===== src/rtl/cpu_loader_pkg.sv =====
// Shared definitions for the UART program loader: FSM encoding, control-byte values
// and a helper that places the two control bytes at the top of a word of any width.
package cpu_loader_pkg;

   localparam int unsigned BYTE_W     = 8;
   localparam int unsigned MAX_WORD_W = 64;

   typedef enum logic [2:0] {
      ST_IDLE,
      ST_ASSEMBLE,
      ST_DECODE,
      ST_WRITE,
      ST_RELEASE
   } state_e;

   localparam logic [BYTE_W-1:0] CTRL_HI   = 8'hFF;
   localparam logic [BYTE_W-1:0] CTRL_NONE = 8'h00;
   localparam logic [BYTE_W-1:0] CTRL_RST  = 8'hFF;
   localparam logic [BYTE_W-1:0] CTRL_KEEP = 8'hF0;

   // Top byte CTRL_HI, next byte sub, remaining bytes zero; caller truncates to word_w.
   function automatic logic [MAX_WORD_W-1:0] ctrl_word(input int unsigned word_w,
                                                       input logic [BYTE_W-1:0] sub);
      logic [MAX_WORD_W-1:0] w;
      w = (MAX_WORD_W'(CTRL_HI) << (word_w - BYTE_W)) |
          (MAX_WORD_W'(sub) << (word_w - 2 * BYTE_W));
      return w;
   endfunction

endpackage


===== src/rtl/loader_byte_packer.sv =====
// UART byte intake: 4-phase ready/ack handshake, little-endian packing into a word,
// and inter-byte timeout that drops a partially assembled word.
module loader_byte_packer
   import cpu_loader_pkg::*;
#(
   parameter int unsigned WORD_BYTES  = 3,
   parameter int unsigned TIMEOUT_CYC = 1000000
) (
   input  logic                         clk,
   input  logic                         rst,
   input  logic                         accept_en_i,
   input  logic                         packet_ready_i,
   input  logic [BYTE_W-1:0]            uart_packet_i,
   output logic                         packet_ack_o,
   output logic [BYTE_W*WORD_BYTES-1:0] word_o,
   output logic                         byte_acc_c,
   output logic                         word_done_c,
   output logic                         timeout_c
);

   localparam int unsigned WORD_W = BYTE_W * WORD_BYTES;
   localparam int unsigned CNT_W  = $clog2(WORD_BYTES + 1);
   localparam int unsigned TMO_W  = $clog2(TIMEOUT_CYC + 1);

   logic              ack_q, ack_d;
   logic [CNT_W-1:0]  cnt_q, cnt_d;
   logic [WORD_W-1:0] word_q, word_d;
   logic [TMO_W-1:0]  tmo_q, tmo_d;
   logic              last_c;
   logic [CNT_W+2:0]  shamt_c;

   always_ff @(posedge clk) begin
      if (rst) begin
         ack_q  <= 1'b0;
         cnt_q  <= '0;
         word_q <= '0;
         tmo_q  <= '0;
      end else begin
         ack_q  <= ack_d;
         cnt_q  <= cnt_d;
         word_q <= word_d;
         tmo_q  <= tmo_d;
      end
   end

   always_comb begin
      ack_d       = ack_q;
      cnt_d       = cnt_q;
      word_d      = word_q;
      tmo_d       = tmo_q;
      timeout_c   = 1'b0;
      shamt_c     = {cnt_q, 3'b000};
      byte_acc_c  = accept_en_i && packet_ready_i && !ack_q;
      last_c      = (cnt_q == CNT_W'(WORD_BYTES - 1));
      word_done_c = byte_acc_c && last_c;

      if (byte_acc_c) begin
         ack_d = 1'b1;
      end else if (ack_q && !packet_ready_i) begin
         ack_d = 1'b0;
      end

      // Timer only runs while a partial word is held; a new byte restarts it.
      if (byte_acc_c) begin
         word_d = (word_q & ~(WORD_W'(8'hFF) << shamt_c)) | (WORD_W'(uart_packet_i) << shamt_c);
         cnt_d  = last_c ? '0 : cnt_q + CNT_W'(1);
         tmo_d  = '0;
      end else if (cnt_q != '0) begin
         if (tmo_q == TMO_W'(TIMEOUT_CYC - 1)) begin
            timeout_c = 1'b1;
            cnt_d     = '0;
            tmo_d     = '0;
         end else begin
            tmo_d = tmo_q + TMO_W'(1);
         end
      end else begin
         tmo_d = '0;
      end
   end

   assign packet_ack_o = ack_q;
   assign word_o       = word_q;

endmodule


===== src/rtl/cpu_program_loader.sv =====
// Loads a program from UART bytes into instruction RAM: START/END control words open and
// close a session that pauses the CPU, with overflow/timeout reporting and a word counter.
module cpu_program_loader
   import cpu_loader_pkg::*;
#(
   parameter int unsigned WORD_BYTES  = 3,
   parameter int unsigned ADDR_W      = 8,
   parameter int unsigned TIMEOUT_CYC = 1000000
) (
   input  logic                         clk,
   input  logic                         rst,
   input  logic                         halt_flag,
   input  logic                         packet_ready,
   input  logic [7:0]                   uart_packet,
   input  logic                         mem_ack,
   input  logic [ADDR_W-1:0]            pc_addr,
   output logic                         packet_ack,
   output logic                         cpu_paused,
   output logic                         reset_pc,
   output logic                         mem_we,
   output logic [ADDR_W-1:0]            mem_addr,
   output logic [BYTE_W*WORD_BYTES-1:0] mem_wdata,
   output logic [ADDR_W:0]              words_loaded,
   output logic                         load_error
);

   localparam int unsigned WORD_W = BYTE_W * WORD_BYTES;
   localparam int unsigned WL_W   = ADDR_W + 1;

   localparam logic [WORD_W-1:0] W_START    = WORD_W'(ctrl_word(WORD_W, CTRL_NONE));
   localparam logic [WORD_W-1:0] W_END_RST  = WORD_W'(ctrl_word(WORD_W, CTRL_RST));
   localparam logic [WORD_W-1:0] W_END_KEEP = WORD_W'(ctrl_word(WORD_W, CTRL_KEEP));
   localparam logic [WL_W-1:0]   DEPTH      = {1'b1, {ADDR_W{1'b0}}};

   state_e              state_q, state_d;
   logic                session_q, session_d;
   logic                paused_q, paused_d;
   logic                rst_pc_q, rst_pc_d;
   logic                we_q, we_d;
   logic [ADDR_W-1:0]   addr_q, addr_d;
   logic [WORD_W-1:0]   wdata_q, wdata_d;
   logic [WL_W-1:0]     wl_q, wl_d;
   logic                err_q, err_d;

   logic                accept_en_c;
   logic [WORD_W-1:0]   word_c;
   logic                byte_acc_c;
   logic                word_done_c;
   logic                timeout_c;

   assign accept_en_c = (state_q == ST_IDLE) || (state_q == ST_ASSEMBLE);

   loader_byte_packer #(
      .WORD_BYTES  (WORD_BYTES),
      .TIMEOUT_CYC (TIMEOUT_CYC)
   ) u_packer (
      .clk            (clk),
      .rst            (rst),
      .accept_en_i    (accept_en_c),
      .packet_ready_i (packet_ready),
      .uart_packet_i  (uart_packet),
      .packet_ack_o   (packet_ack),
      .word_o         (word_c),
      .byte_acc_c     (byte_acc_c),
      .word_done_c    (word_done_c),
      .timeout_c      (timeout_c)
   );

   always_ff @(posedge clk) begin
      if (rst) begin
         state_q   <= ST_IDLE;
         session_q <= 1'b0;
         paused_q  <= 1'b0;
         rst_pc_q  <= 1'b0;
         we_q      <= 1'b0;
         addr_q    <= '0;
         wdata_q   <= '0;
         wl_q      <= '0;
         err_q     <= 1'b0;
      end else begin
         state_q   <= state_d;
         session_q <= session_d;
         paused_q  <= paused_d;
         rst_pc_q  <= rst_pc_d;
         we_q      <= we_d;
         addr_q    <= addr_d;
         wdata_q   <= wdata_d;
         wl_q      <= wl_d;
         err_q     <= err_d;
      end
   end

   always_comb begin
      state_d   = state_q;
      session_d = session_q;
      paused_d  = paused_q;
      rst_pc_d  = rst_pc_q;
      we_d      = we_q;
      addr_d    = addr_q;
      wdata_d   = wdata_q;
      wl_d      = wl_q;
      err_d     = err_q;

      case (state_q)
         ST_IDLE: begin
            if (word_done_c) begin
               state_d = ST_DECODE;
            end else if (byte_acc_c) begin
               state_d = ST_ASSEMBLE;
            end
         end
         ST_ASSEMBLE: begin
            if (word_done_c) begin
               state_d = ST_DECODE;
            end else if (timeout_c) begin
               state_d = ST_IDLE;
               if (session_q) begin
                  err_d = 1'b1;
               end
            end
         end
         ST_DECODE: begin
            state_d = ST_IDLE;
            if (word_c == W_START) begin
               if (halt_flag) begin
                  session_d = 1'b1;
                  paused_d  = 1'b1;
                  addr_d    = '0;
                  wl_d      = '0;
                  err_d     = 1'b0;
               end
            end else if (word_c == W_END_RST) begin
               if (session_q) begin
                  rst_pc_d = 1'b1;
                  state_d  = ST_RELEASE;
               end
            end else if (word_c == W_END_KEEP) begin
               if (session_q) begin
                  paused_d = 1'b0;
                  state_d  = ST_RELEASE;
               end
            end else if (session_q) begin
               if (wl_q == DEPTH) begin
                  err_d = 1'b1;
               end else begin
                  wdata_d = word_c;
                  we_d    = 1'b1;
                  state_d = ST_WRITE;
               end
            end
         end
         ST_WRITE: begin
            if (we_q && mem_ack) begin
               we_d    = 1'b0;
               addr_d  = addr_q + ADDR_W'(1);
               wl_d    = wl_q + WL_W'(1);
               state_d = ST_IDLE;
            end
         end
         ST_RELEASE: begin
            // PC-reset path waits for the CPU to confirm PC == 0 before letting go.
            if (rst_pc_q) begin
               if (pc_addr == '0) begin
                  rst_pc_d = 1'b0;
                  paused_d = 1'b0;
               end
            end else begin
               state_d   = ST_IDLE;
               addr_d    = '0;
               session_d = 1'b0;
            end
         end
         default: state_d = ST_IDLE;
      endcase
   end

   assign cpu_paused   = paused_q;
   assign reset_pc     = rst_pc_q;
   assign mem_we       = we_q;
   assign mem_addr     = addr_q;
   assign mem_wdata    = wdata_q;
   assign words_loaded = wl_q;
   assign load_error   = err_q;

endmodule


===== config.mk =====
export PLATFORM = sky130hd
export DESIGN_NAME = cpu_program_loader
export DESIGN_NICKNAME = d
export VERILOG_FILES = /design/src/rtl/cpu_loader_pkg.sv /design/src/rtl/loader_byte_packer.sv /design/src/rtl/cpu_program_loader.sv
export SDC_FILE = /design/constraint.sdc
export NUM_CORES = 1
export LEC_CHECK = 0
export ABC_AREA = 1
export ABC_CLOCK_PERIOD_IN_PS = 1800
export CAP_MARGIN = 25
export CORE_MARGIN = 2
export CORE_UTILIZATION = 35
export DETAILED_ROUTE_END_ITERATION = 6
export GPL_TIMING_DRIVEN = 0
export PLACE_DENSITY = 0.55
export SLEW_MARGIN = 20
export SYNTH_ARGS = -nofsm -noshare
export SYNTH_HDL_FRONTEND = slang
export SYNTH_SLANG_ARGS = --single-unit

===== constraint.sdc =====
create_clock -name clk -period 1.8 [get_ports clk]
set_input_delay 0.27 -clock clk [delete_from_list [all_inputs] [get_ports clk]]
set_output_delay 0.27 -clock clk [all_outputs]
set_load 0.01 [all_outputs]

# Word-level counts from Yosys, hierarchy flattened
# Index checks and enable logic that the tools add are counted.
# totals
output_inout_bits	46
input_bits	21
register_bits	96
word_cells	153
# op_classes
eq_ne	33
n_reduce_logical	29
bitwise_logic	8
shift	2
addsub	4
mux	64
# op_table
cell	count
equality test 24 bit, second input constant	3
two-way mux 1 bit	33
two-way mux 8 bit	4
two-way mux 3 bit	10
inequality test 2 bit, second input constant	15
two-way mux 9 bit	3
bitwise AND 24 bit	1
inverter 24 bit	1
OR 24 bit	1
one-hot mux 8 bit (3 select lines)	1
left shift 8 x 5 -> 24 bit	1
left shift 8 x 5 -> 24 bit, first input constant	1
adder 20 x 1 -> 20 bit, second input constant	1
equality test 20 bit, second input constant	1
inequality test 3 bit, second input constant	6
one-hot mux 9 bit (2 select lines)	1
AND reduction 4 bit	4
one-hot mux 3 bit (5 select lines)	1
AND reduction 7 bit	2
nonzero test 2 bit	7
two-way mux 2 bit	6
one-hot mux 1 bit (2 select lines)	5
adder 9 x 1 -> 9 bit, second input constant	1
equality test 9 bit, second input constant	1
19 further kinds	30

# Logic depth before layout (Yosys ltp)
# logic_depth
word_depth	8
mapped_depth	12
depth_no_buf	12

# Hierarchy
# From an unflattened synthesis, not the netlist that was laid out.
# hier_totals
hier_cells	667
area_unflattened_um2	4742.0
# by_module_without_submodules
module	instances	area_per_inst_um2	cells_each
cpu_program_loader	1	2707.6	384
loader_byte_packer	1	2034.5	283

# Worst setup path before layout
# No wires, ideal clock.
# synth_path
path_kind	register -> register
startpoint	register u_packer.tmo_q[0]
endpoint	register u_packer.tmo_q[10]
path_slack_ns	0.268
required_ns	1.683
synth_period_minus_slack_ns	1.532
arrival_ns	1.414
setup_time_ns	0.117
path_stages_with_launch	11
cell_sequence	dfxtp_1 -> ha_1 -> nand2_1 -> nor2_1 -> nand2_2 -> nor2_1 -> nand2_1 -> nand4_1 -> buf_4 -> o21bai_1 -> a21oi_1
# synth_between
elab_chain_cells	2
word_cells_on_any_way	3
cone_classes	add/sub: 1; eq/ne: 1; reduce/logical: 1
# synth_rtl
element	line_no	source
from (decl)	loader_byte_packer.sv:28	logic [TMO_W-1:0] tmo_q, tmo_d;
from (signal assigned)	loader_byte_packer.sv:42	tmo_q <= tmo_d;
parallel branches: the longest is 2 deep, another holds adder 20 x 1 -> 20 bit	n/a	
# Several ways; the timed one is not identified.
# A chain may end at the register's enable or synchronous reset.

# Worst setup path after layout
# layout_path
startpoint	register u_packer.word_q[16] (netlist: u_packer.word_o[16])
endpoint	register wdata_q[9] (netlist: mem_wdata[9])
# layout_between
elab_chain_cells	3
word_cells_on_any_way	7
cone_classes	eq/ne: 3; bitwise: 3; reduce/logical: 1
# layout_rtl
element	line_no	source
from (decl)	loader_byte_packer.sv:27	logic [WORD_W-1:0] word_q, word_d;
from (signal assigned)	loader_byte_packer.sv:41	word_q <= word_d;
equality test 24 bit (on tied branches)	cpu_program_loader.sv:137, cpu_program_loader.sv:124, cpu_program_loader.sv:132	
inverter 1 bit (no line)	n/a	
AND reduction 6 bit (no line) (*)	n/a	
to (signal assigned)	cpu_program_loader.sv:87	wdata_q <= wdata_d;
to (decl)	cpu_program_loader.sv:41	logic [WORD_W-1:0] wdata_q, wdata_d;
# Mark *: on every way between the ends. The rest lies on a longest branch, timed or not.

==> impl_metrics.yaml <==
status:
  run_status: "finished, violations left"
  violations: "DRC"
finish:
  final_util: 0.474
  final_cell_mix: "nand2_1 (97), dfxtp_1 (90), inv_1 (81), a21oi_1 (78), nor2_1 (66)"
  drive_above_1_share: 0.134
  final_common_cell: "nand2_1"
  fin_area_sq_um: 6000
  antenna-diode-count: 0
  stdcell_count: 901
  nFillCells: 1290
  syn_to_final_growth_pct: 31.4
  num-nets-final: 749
global_routing:
  antenna_found_initial: 0
  grt_max_degree: 18
  grt.overflow.total: 0
  grt_pass1_vias: 4199
  grt_pass1_wl_um: 20100
  grt_use_total: 0.176
setup_path:
  crit_start: "u_packer.word_o[16]"
  cp.arrival_ns: 1.99
  cp_max_fo: 9
  critPathCaptureType: "flip-flop"
  reg2reg_from: "u_packer.word_o[16]"
  crit_required_ns: 2.09
  path_class: "flip-flop to flip-flop"
  start_kind: "flip-flop"
  reg2reg_depth: 11
detailed_routing:
  drc_errors: 10
  wl_um: 12300
  first_pass_iters: 7
  vias_per_cell: 4.79
  ant_nets: 0
  via_count: 4317
  drt_iter0_markers: 241
  routedWlPerCell_um: 13.7
pwr:
  leakage_nw: 2.27
  p_per_area_nw_per_um2: 782
  ir_drop_mv: 0.412
synth:
  yosysSeqAreaShare: 0.421
  synth_async_sr_flop_share: 0
  synth_fa_ha_area_frac: 0.0110
  yosys_warnings: 0
  synth_simple_gate_area_frac: 0.280
  ys_ff_latch: 96
  syn_avg_cell_area_sq_um: 7.18
  yosysUniqueCellTypes: 38
  synth-edff-count: 0
  synth_top_family_by_area: "simple AND/OR/NAND/NOR gates"
  yosys.area.top_type: "dfxtp_1"
  synth_xor_area_frac: 0.0192
  synth_ff_type: "dfxtp_1"
  netlist_area_sq_um: 4570
  synthMuxAreaShare: 0
  synth_nets: 661
  synth_compound_area_frac: 0.172
  synth_area_leaders: "dfxtp_1 (42%), a21oi_1 (8.8%), nand2_1 (8.2%)"
  syn_inst: 636
  yosysTopAreaCellShare: 0.421
sta:
  max_freq_mhz: 590
  slew_headroom: 0.614
  setup_violations: 0
  tightest_slew_ns: 0.579
  slew_violations: 0
  fin_setup_tns_ns: 0
  hold_viol: 0
  period_share: 0.942
  period_needed_ns: 1.70
  clock_skew_ns: 0.00743
worst_hold_path:
  min_path_type: "input port to flip-flop"
  hp-start: "rst"
  hold-path-cell-count: 2
placement:
  dpl.cell_count: 873
  dpl.hpwl_um: 8970
  portBuffers: 65
  gp_congestion: 0.818
  place_area_sq_um: 5430
job:
  cap_violations: 0
clock_network:
  clock_latency_ns: 0.36
  clockBufferDepth: 2
  h-tree-depth: 3
  cts_buffers: 9
  cts_tree: "built"
  clk_pin_slew_ns: 0.07
  cts-root-buf: "clkbuf_16"
  clock_sinks: 96
floorplan:
  die-area_sq_um: 14000
  rows: 41
  io_pins: 67
  core_area_sq_um: 12700
  die_w_um: 118
  die_h_um: 118
  initial_core_util: 0.361
==> critical path, cell delays in order, from the launching register on <==
cell,delay (ns)
dfxtp_1,0.34
nand2_1,0.05
inv_1,0.07
nand2_2,0.06
nor2_4,0.23
nand3_2,0.14
nand2_2,0.12
nor2_4,0.04
buf_4,0.15
buf_8,0.14
buf_4,0.15
a21oi_2,0.12
==> sequential cells by signal, indices dropped and copies added, names as in the netlist <==
name and count:
mem_addr 8, words_loaded 9, u_packer.cnt_q 2, reset_pc 1, load_error 1, u_packer.word_o 24, cpu_paused 1, session_q 1
u_packer.packet_ack_o 1, state_q 3, u_packer.tmo_q 20, mem_wdata 24, mem_we 1
==> worst paths after layout <==
path                  endpoint  slack, ns
min            words_loaded[2]       0.38
max reg2reg       mem_wdata[9]       0.10
min reg2reg  u_packer.tmo_q[0]       0.41
max               mem_wdata[9]       0.10
==> cells by family after synthesis <==
logic type	Yosys count
AND/OR/NAND/NOR	269
flip-flops	96
buffers and inverters	107
AO/OA/AOI/OAI	150
adder cells (fa/ha/maj)	4
XOR/XNOR	10
==> per-stage QoR <==
| step | power, mW | hold WS [ns] | setup WS, ns |
|---|---|---|---|
| final | 4.70 | 0.377 | 0.104 |
| after global routing | 4.86 | 0.426 | -0.0519 |
| after CTS | 4.71 | 0.401 | -0.0193 |
| after detailed placement | 2.60 | 0.432 | -0.126 |
| after global placement | 2.59 | 0.425 | -0.108 |
| after floorplan | 2.46 | 0.411 | 0.268 |
==> Yosys cell counts (4+ instances only) <==
cell type    n
a21oi_1     80
buf_2        6
buf_4        5
clkbuf_1     8
dfxtp_1     96
ha_1         4
inv_1       82
nand2_1    100
nand2_2      6
nand3_1     36
nand3_2      4
nand4_1     11
nor2_1      74
nor2_2       7
nor3_1      13
nor3b_1      4
o21ai_0     52
o21ai_1      8
xor2_1      10
==> routing by layer <==
| metal | routed length, um | vias up | GRT usage |
|---|---|---|---|
| li1 | - | 2250 | - |
| met1 | 5950 | 1998 | 0.234 |
| met2 | 5890 | 60 | 0.290 |
| met3 | 325 | 9 | 0.0294 |
| met4 | 136 | 0 | 0.0580 |
| met5 | 0 | - | 0 |
==> power by group <==
part | switching, mW | total (mW) | internal, mW
Combinational | 0.232 | 0.371 | 0.139
Sequential | 0.0319 | 2.20 | 2.17
Clock | 0.891 | 2.12 | 1.23
==> repair_timing <==
action / 4_1_cts / 5_1_grt
pin swaps: 1 / 14
setup buffers: 0 / 10
resized for setup: 5 / 48
hold buffers: 0 / 0
endpoints found under the setup margin: 27 / 56
gates cloned: 0 / 2
==> cell type report <==
class / count / area (sq um) / area share
multi-input combinational: 433 / 2320 / 0.386
sequential: 96 / 1930 / 0.322
timing repair buffer: 77 / 744 / 0.124
inverter: 86 / 325 / 0.0542
clock buffer: 9 / 225 / 0.0375
tap: 172 / 215 / 0.0358
buffer: 21 / 140 / 0.0233
clock inverter: 7 / 103 / 0.0171
(Power assumes the default switching activity.)
